--- src/rtl/pipe_hazard_ctrl.sv ---
// Pipeline hazard and flush controller: stage valid tracking,
// age-ordered redirect arbitration, kill masks, hold and drain.
module pipe_hazard_ctrl #(
  parameter int unsigned NUM_STAGES = 5,
  parameter int unsigned NUM_REDIR = 3,
  parameter logic [4*NUM_REDIR-1:0] REDIR_STAGE = {4'd2, 4'd2, 4'd3},
  parameter logic [NUM_REDIR-1:0] REDIR_SELF = 3'b010,
  parameter int unsigned PC_W = 32,
  parameter int unsigned CNT_W = 16
) (
  input  logic                      clk,
  input  logic                      reset,
  input  logic                      hold,
  input  logic                      finish,
  input  logic [NUM_REDIR-1:0]      redir_req,
  input  logic [NUM_REDIR*PC_W-1:0] redir_pc,
  output logic                      fetch_en_o,
  output logic [NUM_STAGES-1:0]     stage_valid_o,
  output logic [NUM_STAGES-1:0]     kill_o,
  output logic                      redirect_valid_o,
  output logic [PC_W-1:0]           redirect_pc_o,
  output logic [NUM_REDIR-1:0]      redirect_src_o,
  output logic [CNT_W-1:0]          redirect_cnt_o,
  output logic                      drained_o
);

  logic [NUM_STAGES-1:0] v;
  logic                  fetch_en;
  logic                  finish_q;
  logic [CNT_W-1:0]      cnt;
  logic                  drained;

  logic [NUM_REDIR-1:0]  qual;
  logic [NUM_REDIR-1:0]  win_oh;
  logic [3:0]            win_stage;
  logic                  win_any;
  logic                  win_self;
  logic [PC_W-1:0]       win_pc;
  logic [NUM_STAGES-1:0] kill;

  function automatic logic stage_hit(
    input logic [NUM_STAGES-1:0] vv,
    input logic [3:0]            s
  );
    stage_hit = 1'b0;
    for (int i = 0; i < NUM_STAGES; i++)
      if (4'(i) == s) stage_hit = vv[i];
  endfunction

  always_comb begin
    qual = '0;
    for (int r = 0; r < NUM_REDIR; r++)
      qual[r] = redir_req[r] & ~hold &
                stage_hit(v, REDIR_STAGE[4*r +: 4]);
  end

  // Oldest stage wins; strict compare keeps the lowest index on ties.
  always_comb begin
    win_any   = 1'b0;
    win_oh    = '0;
    win_stage = '0;
    win_self  = 1'b0;
    win_pc    = '0;
    for (int r = 0; r < NUM_REDIR; r++) begin
      if (qual[r] &&
          (!win_any || REDIR_STAGE[4*r +: 4] > win_stage)) begin
        win_any   = 1'b1;
        win_oh    = '0;
        win_oh[r] = 1'b1;
        win_stage = REDIR_STAGE[4*r +: 4];
        win_self  = REDIR_SELF[r];
        win_pc    = redir_pc[PC_W*r +: PC_W];
      end
    end
  end

  always_comb begin
    kill = '0;
    if (win_any)
      for (int i = 0; i < NUM_STAGES; i++)
        kill[i] = (4'(i) < win_stage) |
                  (win_self & (4'(i) == win_stage));
  end

  always_ff @(posedge clk or posedge reset) begin
    if (reset) begin
      finish_q <= 1'b0;
      drained  <= 1'b0;
    end else begin
      finish_q <= finish_q | finish;
      drained  <= finish_q & ~|v;
    end
  end

  // The fetch issued alongside a redirect uses the new PC, so v[0] is never killed.
  always_ff @(posedge clk or posedge reset) begin
    if (reset) begin
      v        <= '0;
      fetch_en <= 1'b0;
    end else if (!hold) begin
      v        <= {v[NUM_STAGES-2:0] & ~kill[NUM_STAGES-2:0], fetch_en};
      fetch_en <= ~finish_q;
    end
  end

  always_ff @(posedge clk or posedge reset) begin
    if (reset)
      cnt <= '0;
    else if (!hold && win_any && !(&cnt))
      cnt <= cnt + CNT_W'(1);
  end

  assign fetch_en_o       = fetch_en;
  assign stage_valid_o    = v;
  assign kill_o           = kill;
  assign redirect_valid_o = win_any;
  assign redirect_pc_o    = win_pc;
  assign redirect_src_o   = win_oh;
  assign redirect_cnt_o   = cnt;
  assign drained_o        = drained;

endmodule

--- config.mk ---
export PLATFORM = sky130hd
export DESIGN_NAME = pipe_hazard_ctrl
export DESIGN_NICKNAME = d
export VERILOG_FILES = /design/src/rtl/pipe_hazard_ctrl.sv
export SDC_FILE = /design/constraint.sdc
export NUM_CORES = 1
export LEC_CHECK = 0
export BUFFER_PORTS_ARGS = -buffer_cell sky130_fd_sc_hd__buf_2
export CORE_ASPECT_RATIO = 1.1
export CORE_MARGIN = 5
export CORE_UTILIZATION = 23
export CTS_CLUSTER_DIAMETER = 150
export DETAILED_ROUTE_END_ITERATION = 8
export PLACE_DENSITY = 0.56
export SYNTH_ARGS = -nofsm -noshare
export SYNTH_HDL_FRONTEND = slang
export SYNTH_SLANG_ARGS = --single-unit
--- constraint.sdc ---
create_clock -name clk -period 4.2 [get_ports clk]
set_input_delay 0.42 -clock clk [delete_from_list [all_inputs] [get_ports clk]]
set_output_delay 0.42 -clock clk [all_outputs]
set_load 0.03 [all_outputs]
### Word level (Yosys, flattened, before mapping)

Index checks and enable logic that the tools add are counted.

* add/subtract/negate cells: 1
* order comparisons: 7
* equal/unequal tests: 4
* mux-type cells: 15
* bitwise operators: 22
* reductions and logical operators: 14

Operators by type and width (count)
* $mux W32: 3
* $add A16 B1 Y16 const B: 1
* $reduce_and A16 Y1: 1
* $and A1 B1 Y1: 12
* $eq A2 B4 Y1 const A: 2
* $gt A2 B4 Y1 const A: 2
* $lt A1 B4 Y1 const A: 2
* $lt A2 B4 Y1 const A: 2
* $mux W4: 2
* $mux W1: 6
* $or A1 B1 Y1: 6
* $logic_not A1 Y1: 5
* $mux W5: 1
* $reduce_or A5 Y1: 1
* $and A4 B4 Y4: 1
* $eq A1 B4 Y1 const A: 1
* $eq A3 B4 Y1 const A: 1
* $logic_and A1 B1 Y1: 4
* $logic_not A4 Y1: 1
* $lt A3 B4 Y1 const A: 1
* $mux W2: 2
* $not A4 Y4: 1
* $mux W3: 1
* $logic_or A1 B1 Y1: 2
* $not A1 Y1: 2

* register bits after elaboration: 24
* input bits: 103
* logic and storage cells: 68

### Longest topological paths before layout

Gate-level depths: netlist of the first run.

* depth after elaboration: 18
* depth in mapped cells: 5
* mapped depth without buffers: 5

### Worst setup path after synthesis of the first run

No wires, ideal clock.

* kind: register to output
* start: register v[3], in the netlist stage_valid_o[3]
* end: output redirect_pc_o[22]
* data arrival time: 1837 ps
* required time: 3780 ps
* slack: 1943 ps
* cell stages (with the launch flop): 6
* buffers on the path: 1
* cells stage by stage: dfrtp_1 > nand2_2 > nor2_4 > clkbuf_1 > and2_1 > a221o_1

* cells in the longest elaborated chain, start to end: 10
* elaborated cells on any way between the ends: 16
* those cells by class: 2 x order compare; 7 x mux; 1 x bitwise; 6 x reduce/logical

Ends and longest elaborated chain
* start, declared: line 27 `logic [NUM_STAGES-1:0] v;`
* start signal, assigned: line 101 `v <= {v[NUM_STAGES-2:0] & ~kill[NUM_STAGES-2:0], fetch_en};`
* $and A1 B1 Y1 *: line 53 `qual[r] = redir_req[r] & ~hold &`
* $mux W2 / $mux W1 (equally long branches): line 65 `if (qual[r] &&`
* $gt A2 B4 Y1 / $logic_not A1 Y1 (equally long branches): line 66 `(!win_any || REDIR_STAGE[4*r +: 4] > win_stage)) begin`
* $logic_or A1 B1 Y1: line 66
* $logic_and A1 B1 Y1: line 65
* $mux W4 / $mux W1 (equally long branches): line 65
* $gt A2 B4 Y1 / $logic_not A1 Y1 (equally long branches): line 66
* $logic_or A1 B1 Y1: line 66
* $logic_and A1 B1 Y1: line 65
* $mux W32 *: line 65
* end, declared: line 21 `output logic [PC_W-1:0] redirect_pc_o,`

Every way passes the cells marked *; elsewhere a longest branch is shown, timed or not.

### Final worst setup path of the first run

* start: register v[3], in the netlist stage_valid_o[3]
* end: output redirect_pc_o[15]

The elaborated chain is that of the path after synthesis.

==> impl_metrics.yaml, run 1 <==
status:
  outcome: "finished clean"
critical_path:
  crit_type: "reg2out"
  cp_data_required_time_ns: 3.78
  worst_ep_arrival_time_ns: 2.52
  cp_max_fo: 35
  crit_path_end_kind: "primary output"
  worstRegToRegCells: 4
  start_kind: "flop"
floorplan:
  ios: 167
  num_rows: 34
  coreArea_mm2: 0.00778
  die_w_um: 94.6
  dieArea_mm2: 0.00975
  die_y_um: 103
  initial_utilization_pct: 23.3
final_layout:
  fin_util_pct: 35.5
  syn_to_final_growth_pct: 52.5
  final_layout_size_suffix_gt1_share_pct: 52.9
  num_antenna_cells: 0
  finish.net_count: 445
power_and_ir_drop:
  p_seq_share_pct: 45.0
  clock_power_share_pct: 35.5
  switching_share_pct: 26.1
  p_int_w: 0.000422
  p_per_area_mw_per_mm2: 207
  p_switching_w: 0.000149
  finalPower_w: 0.000571
  comb_power_share_pct: 19.4
  vdd_drop_max_v: 0.000225
  p_leak_nw: 1.53
worst_hold_path:
  hold_path.class: "in2reg"
  min_path_cells: 2
timing:
  tightestPinTransition_ns: 0.937
  rsz0062_at_grt: "no"
  setup_violations: 0
  whs_ns: 0.339
  finalSetupTns_ns: 0
  drv_slew: 0
  slew_headroom_pct: 37.5
  final.setup.worst_slack_ns: 1.26
  finalCritPeriodShare_pct: 70.0
  hold_viol_final: 0
  fin_crit_ns: 2.94
  clock.fmax_mhz: 340
  skew_ns: 0.00128
detailed_routing:
  top_layer: "met4"
  drtIter0Drc: 65
  vias: 2122
  route.met3.wl_um: 844
  viasPerCell: 4.74
  dr_wl_met2_um: 3520
  drc: 0
  routedWlPerCell_um: 16.0
  m1WireLength_um: 2790
  ant_nets: 0
  drt_first_pass_iters: 4
  drt-total-wl_um: 7170
clock_network:
  hold_buffers: 0
  cts-buffers-inserted: 3
  post_cts_resize_count: 0
  ctsLongestPathBuffers: 2
  cts.root.buffer_cell: "clkbuf_8"
  cts_tree: "built"
  cts_max_level: 1
  clkLatencyLatePin_ns: 0.27
  clk_pin_slew_ns: 0.09
  post_cts_buffers: 0
  clock_sinks: 24
synthesis:
  synth_top_family_by_area: "compound AO/OA/AOI/OAI gates"
  avgSynthCellArea_um2: 9.90
  synth_edf_count: 0
  yosysTopAreaCell: "dfrtp_1"
  yosys_warnings: 0
  synthMuxAreaShare_pct: 3.45
  synthFlopType: "dfrtp_1"
  syn_inst: 183
  synth.most_common_cell: "and2_1"
  synth-simple-area-share_pct: 24.7
  synth-compound-area-share_pct: 25.5
  synth_area_mm2: 0.00181
  synth-xor-area-share_pct: 6.28
  synth_cell_types: 40
  async_flop_share_pct: 100
  yosysTopAreaCellShare_pct: 33.1
  yosys-top-cells-count: "33 x and2_1, 32 x a221o_1, 24 x dfrtp_1, 13 x xnor2_1, 7 x nand4_1"
  yosysSeqAreaShare_pct: 33.1
  synth_seq_cells: 24
  synth_area_leaders: "dfrtp_1 33%, a221o_1 18%, and2_1 11%, xnor2_1 6.3%, nand4_1 2.4%"
  synthAdderAreaFrac_pct: 0.691
global_routing:
  grt_pass1_vias: 1985
  overflow: 0
  grt_pass1_wl_um: 10200
  track_usage_pct: 13.2
  grt_max_degree: 36
  antenna_found_initial: 0
placement:
  gp_congestion: 0.776
  port_buffers: 164
  hpwl_um: 5810
  place_ws_ns: 1.38
run:
  cap_violations: 0
## power groups by stage
stage               clock network [W]  registers, W  logic [W]
floorplan                           0      0.000282  0.0000245
global placement                    0      0.000261   0.000110
detailed placement                  0      0.000262   0.000112
CTS                          0.000212      0.000258   0.000113
global route                 0.000218      0.000261   0.000120
finish                       0.000203      0.000257   0.000111
## state kept, by name (all words and copies together) (netlist names)
register        count
drained_o           1
stage_valid_o       5
redirect_cnt_o     16
fetch_en_o          1
finish_q            1
## worst max-delay path, stage by stage (launching register included)
cell     delay (ns)
dfrtp_1        0.43
nand2_2        0.17
nor2_4         0.51
nor2_2         0.26
buf_4          0.28
a221o_1        0.40
buf_2          0.19
## through the flow
stage,instance area [µm²],std cells
2_1_floorplan,1820,184
3_3_place_gp,2690,444
3_5_place_dp,2690,444
4_1_cts,2760,448
5_1_grt,2760,448
6_report,2760,448
## final timing paths
kind	start	endpoint	slack (ns)
min in group asynchronous	reset	redirect_cnt_o[9]$_DFFE_PP0P_	0.35
hold / removal	finish	finish_q$_DFF_PP0_	0.34
hold reg to reg	stage_valid_o[4]$_DFFE_PP0N_	drained_o$_DFF_PP0_	0.45
setup / recovery	stage_valid_o[3]$_DFFE_PP0N_	redirect_pc_o[15]	1.26
max in group asynchronous	reset	drained_o$_DFF_PP0_	3.28
setup reg to reg	stage_valid_o[3]$_DFFE_PP0N_	redirect_cnt_o[1]$_DFFE_PP0P_	2.30
## cell type report
cell class	count	area [µm²]
clock inverters	1	30.0
repair buffers	166	836
multi-input cells	142	1100
inverters	4	15.0
well taps	108	135
fillers	838	5020
flip-flops and latches	24	601
clock buffers	3	41.3
## metal layers
layer	track usage, %	vias up
met5	0	-
met1	15.7	997
met4	1.33	0
met3	4.23	2
li1	-	1016
met2	24.0	107
## cells in the final DEF (no fill, tap or decap), types with 3 or more instances in the layout
master | Yosys | final
o211ai_1 | 4 | 4
buf_2 | 4 | 164
and2_1 | 33 | 33
nand4_1 | 7 | 7
a221o_1 | 32 | 32
mux2i_1 | 4 | 4
and4_1 | 3 | 3
nand2_1 | 3 | 3
and3_1 | 6 | 6
inv_1 | 4 | 4
nand3_1 | 4 | 4
dfrtp_1 | 24 | 24
o21ai_1 | 4 | 4
a21oi_1 | 3 | 3
xnor2_1 | 13 | 13
clkbuf_8 | 0 | 3
## logic make-up (layout without fill, tap and decap cells)
kind of cell	after synthesis	count (layout)
other cells	1	2
buf+inv	18	174
xor+xnor	13	13
compound gates	50	50
fa+ha+maj	1	1
simple gates	70	70
flops	24	24
mux	6	6
No activity file was read; power rests on OpenSTA's default activity.
==> run 2: changes to the inputs <==
--- a/config.mk
+++ b/config.mk
@@ -11,7 +11,7 @@
 export CORE_UTILIZATION = 23
 export CTS_CLUSTER_DIAMETER = 150
 export DETAILED_ROUTE_END_ITERATION = 8
-export PLACE_DENSITY = 0.56
+export PLACE_DENSITY = 0.58
 export SYNTH_ARGS = -nofsm -noshare
 export SYNTH_HDL_FRONTEND = slang
 export SYNTH_SLANG_ARGS = --single-unit
==> constraint.sdc (replaced) <==
create_clock -name clk -period 2.7 [get_ports clk]
set_input_delay 0.27 -clock clk [delete_from_list [all_inputs] [get_ports clk]]
set_output_delay 0.27 -clock clk [all_outputs]
set_load 0.03 [all_outputs]
==> run 2 against run 1 <==
- sequential share of layout area fell by 0.12 points
- total power up 56%
- clock-buffer cell count stayed put
- sequential power rose by 56%
- critical path type unchanged
==> impl_metrics.yaml, run 2 (synthesis gave the netlist of run 1 again) <==
status:
  outcome: "finished clean"
clock_network:
  post_cts_resize_count: 0
  cts_tree: "built"
  post_cts_buffers: 0
  clk_pin_slew_ns: 0.09
  cts-buffers-inserted: 3
  hold_buffers: 0
  clkLatencyLatePin_ns: 0.27
  clock_sinks: 24
  ctsLongestPathBuffers: 2
  cts_max_level: 1
  cts.root.buffer_cell: "clkbuf_8"
power_and_ir_drop:
  vdd_drop_max_v: 0.000463
  p_per_area_mw_per_mm2: 321
  p_leak_nw: 1.54
  finalPower_w: 0.000892
run:
  cap_violations: 0
timing:
  tightestPinTransition_ns: 0.935
  whs_ns: 0.184
  setup_violations: 0
  finalSetupTns_ns: 0
  slew_headroom_pct: 37.6
  drv_slew: 0
  clock.fmax_mhz: 449
  hold_viol_final: 0
  rsz0062_at_grt: "no"
  fin_crit_ns: 2.23
  finalCritPeriodShare_pct: 82.5
  final.setup.worst_slack_ns: 0.472
  skew_ns: 0.00892
detailed_routing:
  routedWlPerCell_um: 16.2
  drt_first_pass_iters: 5
  vias: 2121
  drtIter0Drc: 72
  drt-total-wl_um: 7280
  ant_nets: 0
  drc: 0
  viasPerCell: 4.71
floorplan:
  coreArea_mm2: 0.00778
  initial_utilization_pct: 23.3
  num_rows: 34
  die_y_um: 103
  dieArea_mm2: 0.00975
  die_w_um: 94.6
  ios: 167
global_routing:
  antenna_found_initial: 1
  overflow: 0
  grt_max_degree: 34
  grt_pass1_wl_um: 10800
  track_usage_pct: 14.0
  grt_pass1_vias: 2161
placement:
  place_ws_ns: 0.744
  gp_congestion: 0.803
  placed_area_mm2: 0.00271
  port_buffers: 164
  hpwl_um: 5870
critical_path:
  cp_data_required_time_ns: 2.43
  start_kind: "flop"
  cp_max_fo: 33
  worst_ep_arrival_time_ns: 1.96
  slowest_delay_ns: 0.44
  worstPathCellList: "nand2_2, nor2_4, nor2_2, buf_4, a221o_1, buf_2"
  critical_path.slowest_cell: "dfrtp_1"
  crit_type: "reg2out"
  crit_path_end_kind: "primary output"
final_layout:
  final_cell_mix: "164 x buf_2, 33 x and2_1, 32 x a221o_1"
  finish.net_count: 447
  multi_input_area_mm2: 0.00110
  num_antenna_cells: 0
  syn_to_final_growth_pct: 53.3
  fillers: 820
  largest_reg_flops: 16
  fin_area_mm2: 0.00278
  ff_latch_area_um2: 601
  final_layout_size_suffix_gt1_share_pct: 53.2
  mostFrequentLayoutCell: "buf_2"
worst_hold_path:
  hold_path.class: "in2reg"
[run 2: changes by cell type in the layout (fill, tap and decap cells not counted)]
cell   delta
buf_4     +2
[run 2: path summary, 6_finish.rpt]
path | slack [ns] | depth (start not counted) | start | end
worst max-delay path | 0.47 | 6 | stage_valid_o[3]$_DFFE_PP0N_ | redirect_pc_o[0]
min in group asynchronous | 0.19 | 2 | reset | redirect_cnt_o[9]$_DFFE_PP0P_
worst min register to register | 0.47 | 1 | finish_q$_DFF_PP0_ | fetch_en_o$_DFFE_PP0N_
max in group asynchronous | 1.93 | 2 | reset | redirect_cnt_o[5]$_DFFE_PP0P_
worst max register to register | 0.93 | 4 | stage_valid_o[3]$_DFFE_PP0N_ | redirect_cnt_o[1]$_DFFE_PP0P_
worst min-delay path | 0.18 | 2 | finish | finish_q$_DFF_PP0_
[run 2: critical path: cells and delay by family, from the launching register on]
family                 cells  cell delay [ns]
AO/OA/AOI/OAI              1             0.41
buffers and inverters      2             0.43
flip-flops                 1             0.44
AND/OR/NAND/NOR            3             0.39
[run 2: routing by layer]
metal / vias up / part of all wire (%) / GRT usage, %
met1: 981 / 38 / 15.9
met5: - / 0.18 / 0
met4: 2 / 1.7 / 4.11
met2: 103 / 49 / 25.3
li1: 1022 / - / -
met3: 13 / 11 / 3.94
[run 2: where the power goes]
part | switching (W) | internal, W
clock network | 0.000117 | 0.000198
registers | 0.0000247 | 0.000377
logic | 0.0000925 | 0.0000824
total | 0.000234 | 0.000657
[run 2: per-stage QoR]
stage                     util [%]  instances
final                         35.7        450
after global routing          35.7        450
after CTS                     35.7        450
after detailed placement      34.8        446
after global placement        34.8        446
after floorplan                  -        184
[run 2: area by class of cell]
class                   instances  share of cell area, %
clock buffers                   3                   1.49
clock inverters                 1                   1.08
inverters                       4                  0.541
multi-input cells             142                   39.8
flip-flops and latches         24                   21.6
well taps                     108                   4.86
repair buffers                168                   30.6
==> run 3: changes to the inputs <==
==> constraint.sdc (replaced) <==
create_clock -name clk -period 1.9 [get_ports clk]
set_input_delay 0.19 -clock clk [delete_from_list [all_inputs] [get_ports clk]]
set_output_delay 0.19 -clock clk [all_outputs]
set_load 0.03 [all_outputs]
==> run 3 against run 2 <==
- hold slack got worse by 0.070 ns
- non-clock buffer count rose by 8
- utilization up 1.5 points
- global-route usage fell by 0.40 points
- clock-buffer cell count is the same
- critical endpoint is now redirect_pc_o[5]
==> impl_metrics.yaml, run 3 (synthesis gave the netlist of run 1 again) <==
final_layout:
  mostFrequentLayoutCell: "buf_2"
  syn_to_final_growth_pct: 59.7
  final_layout_size_suffix_gt1_share_pct: 54.3
  final_cell_mix: "161 x buf_2, 33 x and2_1, 32 x a221o_1"
  num_antenna_cells: 0
  fillers: 834
  layout.cells.non_filler: 458
  largest_reg_flops: 16
  finish.net_count: 455
timing:
  clock.fmax_mhz: 541
  rsz0062_at_grt: "yes"
  finalCritPeriodShare_pct: 97.3
  drv_slew: 0
  hold_viol_final: 0
  skew_ns: 0.00814
  setup_violations: 0
  fin_crit_ns: 1.85
  finalSetupTns_ns: 0
  whs_ns: 0.114
placement:
  hpwl_um: 5930
  gp_congestion: 0.817
  port_buffers: 164
  dp.cells: 452
floorplan:
  num_rows: 34
  ios: 167
  initial_utilization_pct: 23.3
  coreArea_mm2: 0.00778
  die_w_um: 94.6
  dieArea_mm2: 0.00975
  die_y_um: 103
status:
  outcome: "finished clean"
detailed_routing:
  ant_nets: 0
  drt_first_pass_iters: 4
  drtIter0Drc: 75
  drt-total-wl_um: 7250
  drc: 0
  viasPerCell: 4.76
  vias: 2182
  routedWlPerCell_um: 15.8
global_routing:
  track_usage_pct: 13.6
  antenna_found_initial: 0
  grt_pass1_wl_um: 10700
  grt_pass1_vias: 2141
  overflow: 0
  grt_max_degree: 34
critical_path:
  crit_family: "flip-flops"
  cp_data_required_time_ns: 1.71
  critical_path.slowest_cell: "dfrtp_1"
  slowest_delay_ns: 0.37
  ff2ff_setup_slack_ns: 0.15
  worstPathCellList: "nand2_2, nor2_4, nor2_2, buf_12, a221o_1, buf_2"
  crit_path_end_kind: "primary output"
  critical_path_buf_inv_count: 2
  crit_type: "reg2out"
  start_kind: "flop"
  cp_max_fo: 33
  worst_ep_arrival_time_ns: 1.66
power_and_ir_drop:
  p_per_area_mw_per_mm2: 437
  p_leak_nw: 1.59
  vdd_drop_max_v: 0.000575
clock_network:
  ctsLongestPathBuffers: 2
  clkLatencyLatePin_ns: 0.27
  clock_sinks: 24
  cts.root.buffer_cell: "clkbuf_8"
  cts_tree: "built"
  cts-buffers-inserted: 3
  clk_pin_slew_ns: 0.08
  cts_max_level: 1
worst_hold_path:
  hold_path.class: "in2reg"
run:
  cap_violations: 0
-- run 3: changes by cell type in the layout (fill, tap and decap cells not counted) --
cell and change:
dlygate4sd3_1 +1, buf_2 -3, buf_12 +3, buf_6 +2, buf_4 +5, dfrtp_2 +1, dfrtp_1 -1
-- run 3: worst paths after layout --
kind,from,end,cells after the start
setup reg to reg,redirect_cnt_o[0]$_DFFE_PP0P_,redirect_cnt_o[1]$_DFFE_PP0P_,5
max in group asynchronous,reset,stage_valid_o[2]$_DFFE_PP0N_,4
min in group asynchronous,reset,redirect_cnt_o[5]$_DFFE_PP0P_,4
setup / recovery,stage_valid_o[3]$_DFFE_PP0N_,redirect_pc_o[5],6
hold / removal,finish,finish_q$_DFF_PP0_,2
hold reg to reg,stage_valid_o[4]$_DFFE_PP0N_,drained_o$_DFF_PP0_,1
-- run 3: where the power goes --
part / internal [W] / leakage [nW] / switching [W]
clock network: 0.000282 / 0.0357 / 0.000167
logic: 0.000120 / 1.23 / 0.000129
registers: 0.000535 / 0.315 / 0.0000332
total: 0.000936 / 1.59 / 0.000330
-- run 3: repair_timing --
item / CTS / global route
resized for setup: 0 / 9
hold buffers: 1 / 0
endpoints found under the hold margin: 24 / 0
setup endpoints to repair: 29 / 8
setup buffers: 1 / 0
-- run 3: layer usage --
metal  share of wire, %  global-route usage, %
met5                  0                      0
met4               0.66                   2.44
met3                9.6                   2.70
met2                 52                   26.6
met1                 38                   15.1
-- run 3: area by class of cell --
type / count / area, µm² / share of cell area (%)
repair buffers: 176 / 966 / 33.4
flip-flops and latches: 24 / 602 / 20.8
well taps: 108 / 135 / 4.67
clock buffers: 3 / 41.3 / 1.43
clock inverters: 1 / 30.0 / 1.04
inverters: 4 / 15.0 / 0.519
multi-input cells: 142 / 1100 / 38.2
-- run 3: through the flow --
step	instance area [µm²]	total power (W)	setup WS [ns]	util (%)
after floorplan	1820	0.000678	0.0446	-
after global placement	2790	0.000820	0.261	35.8
after detailed placement	2790	0.000828	0.166	35.8
after CTS	2880	0.00128	0.0115	37.0
after global routing	2890	0.00133	-0.0254	37.2
final	2890	0.00127	0.0512	37.2
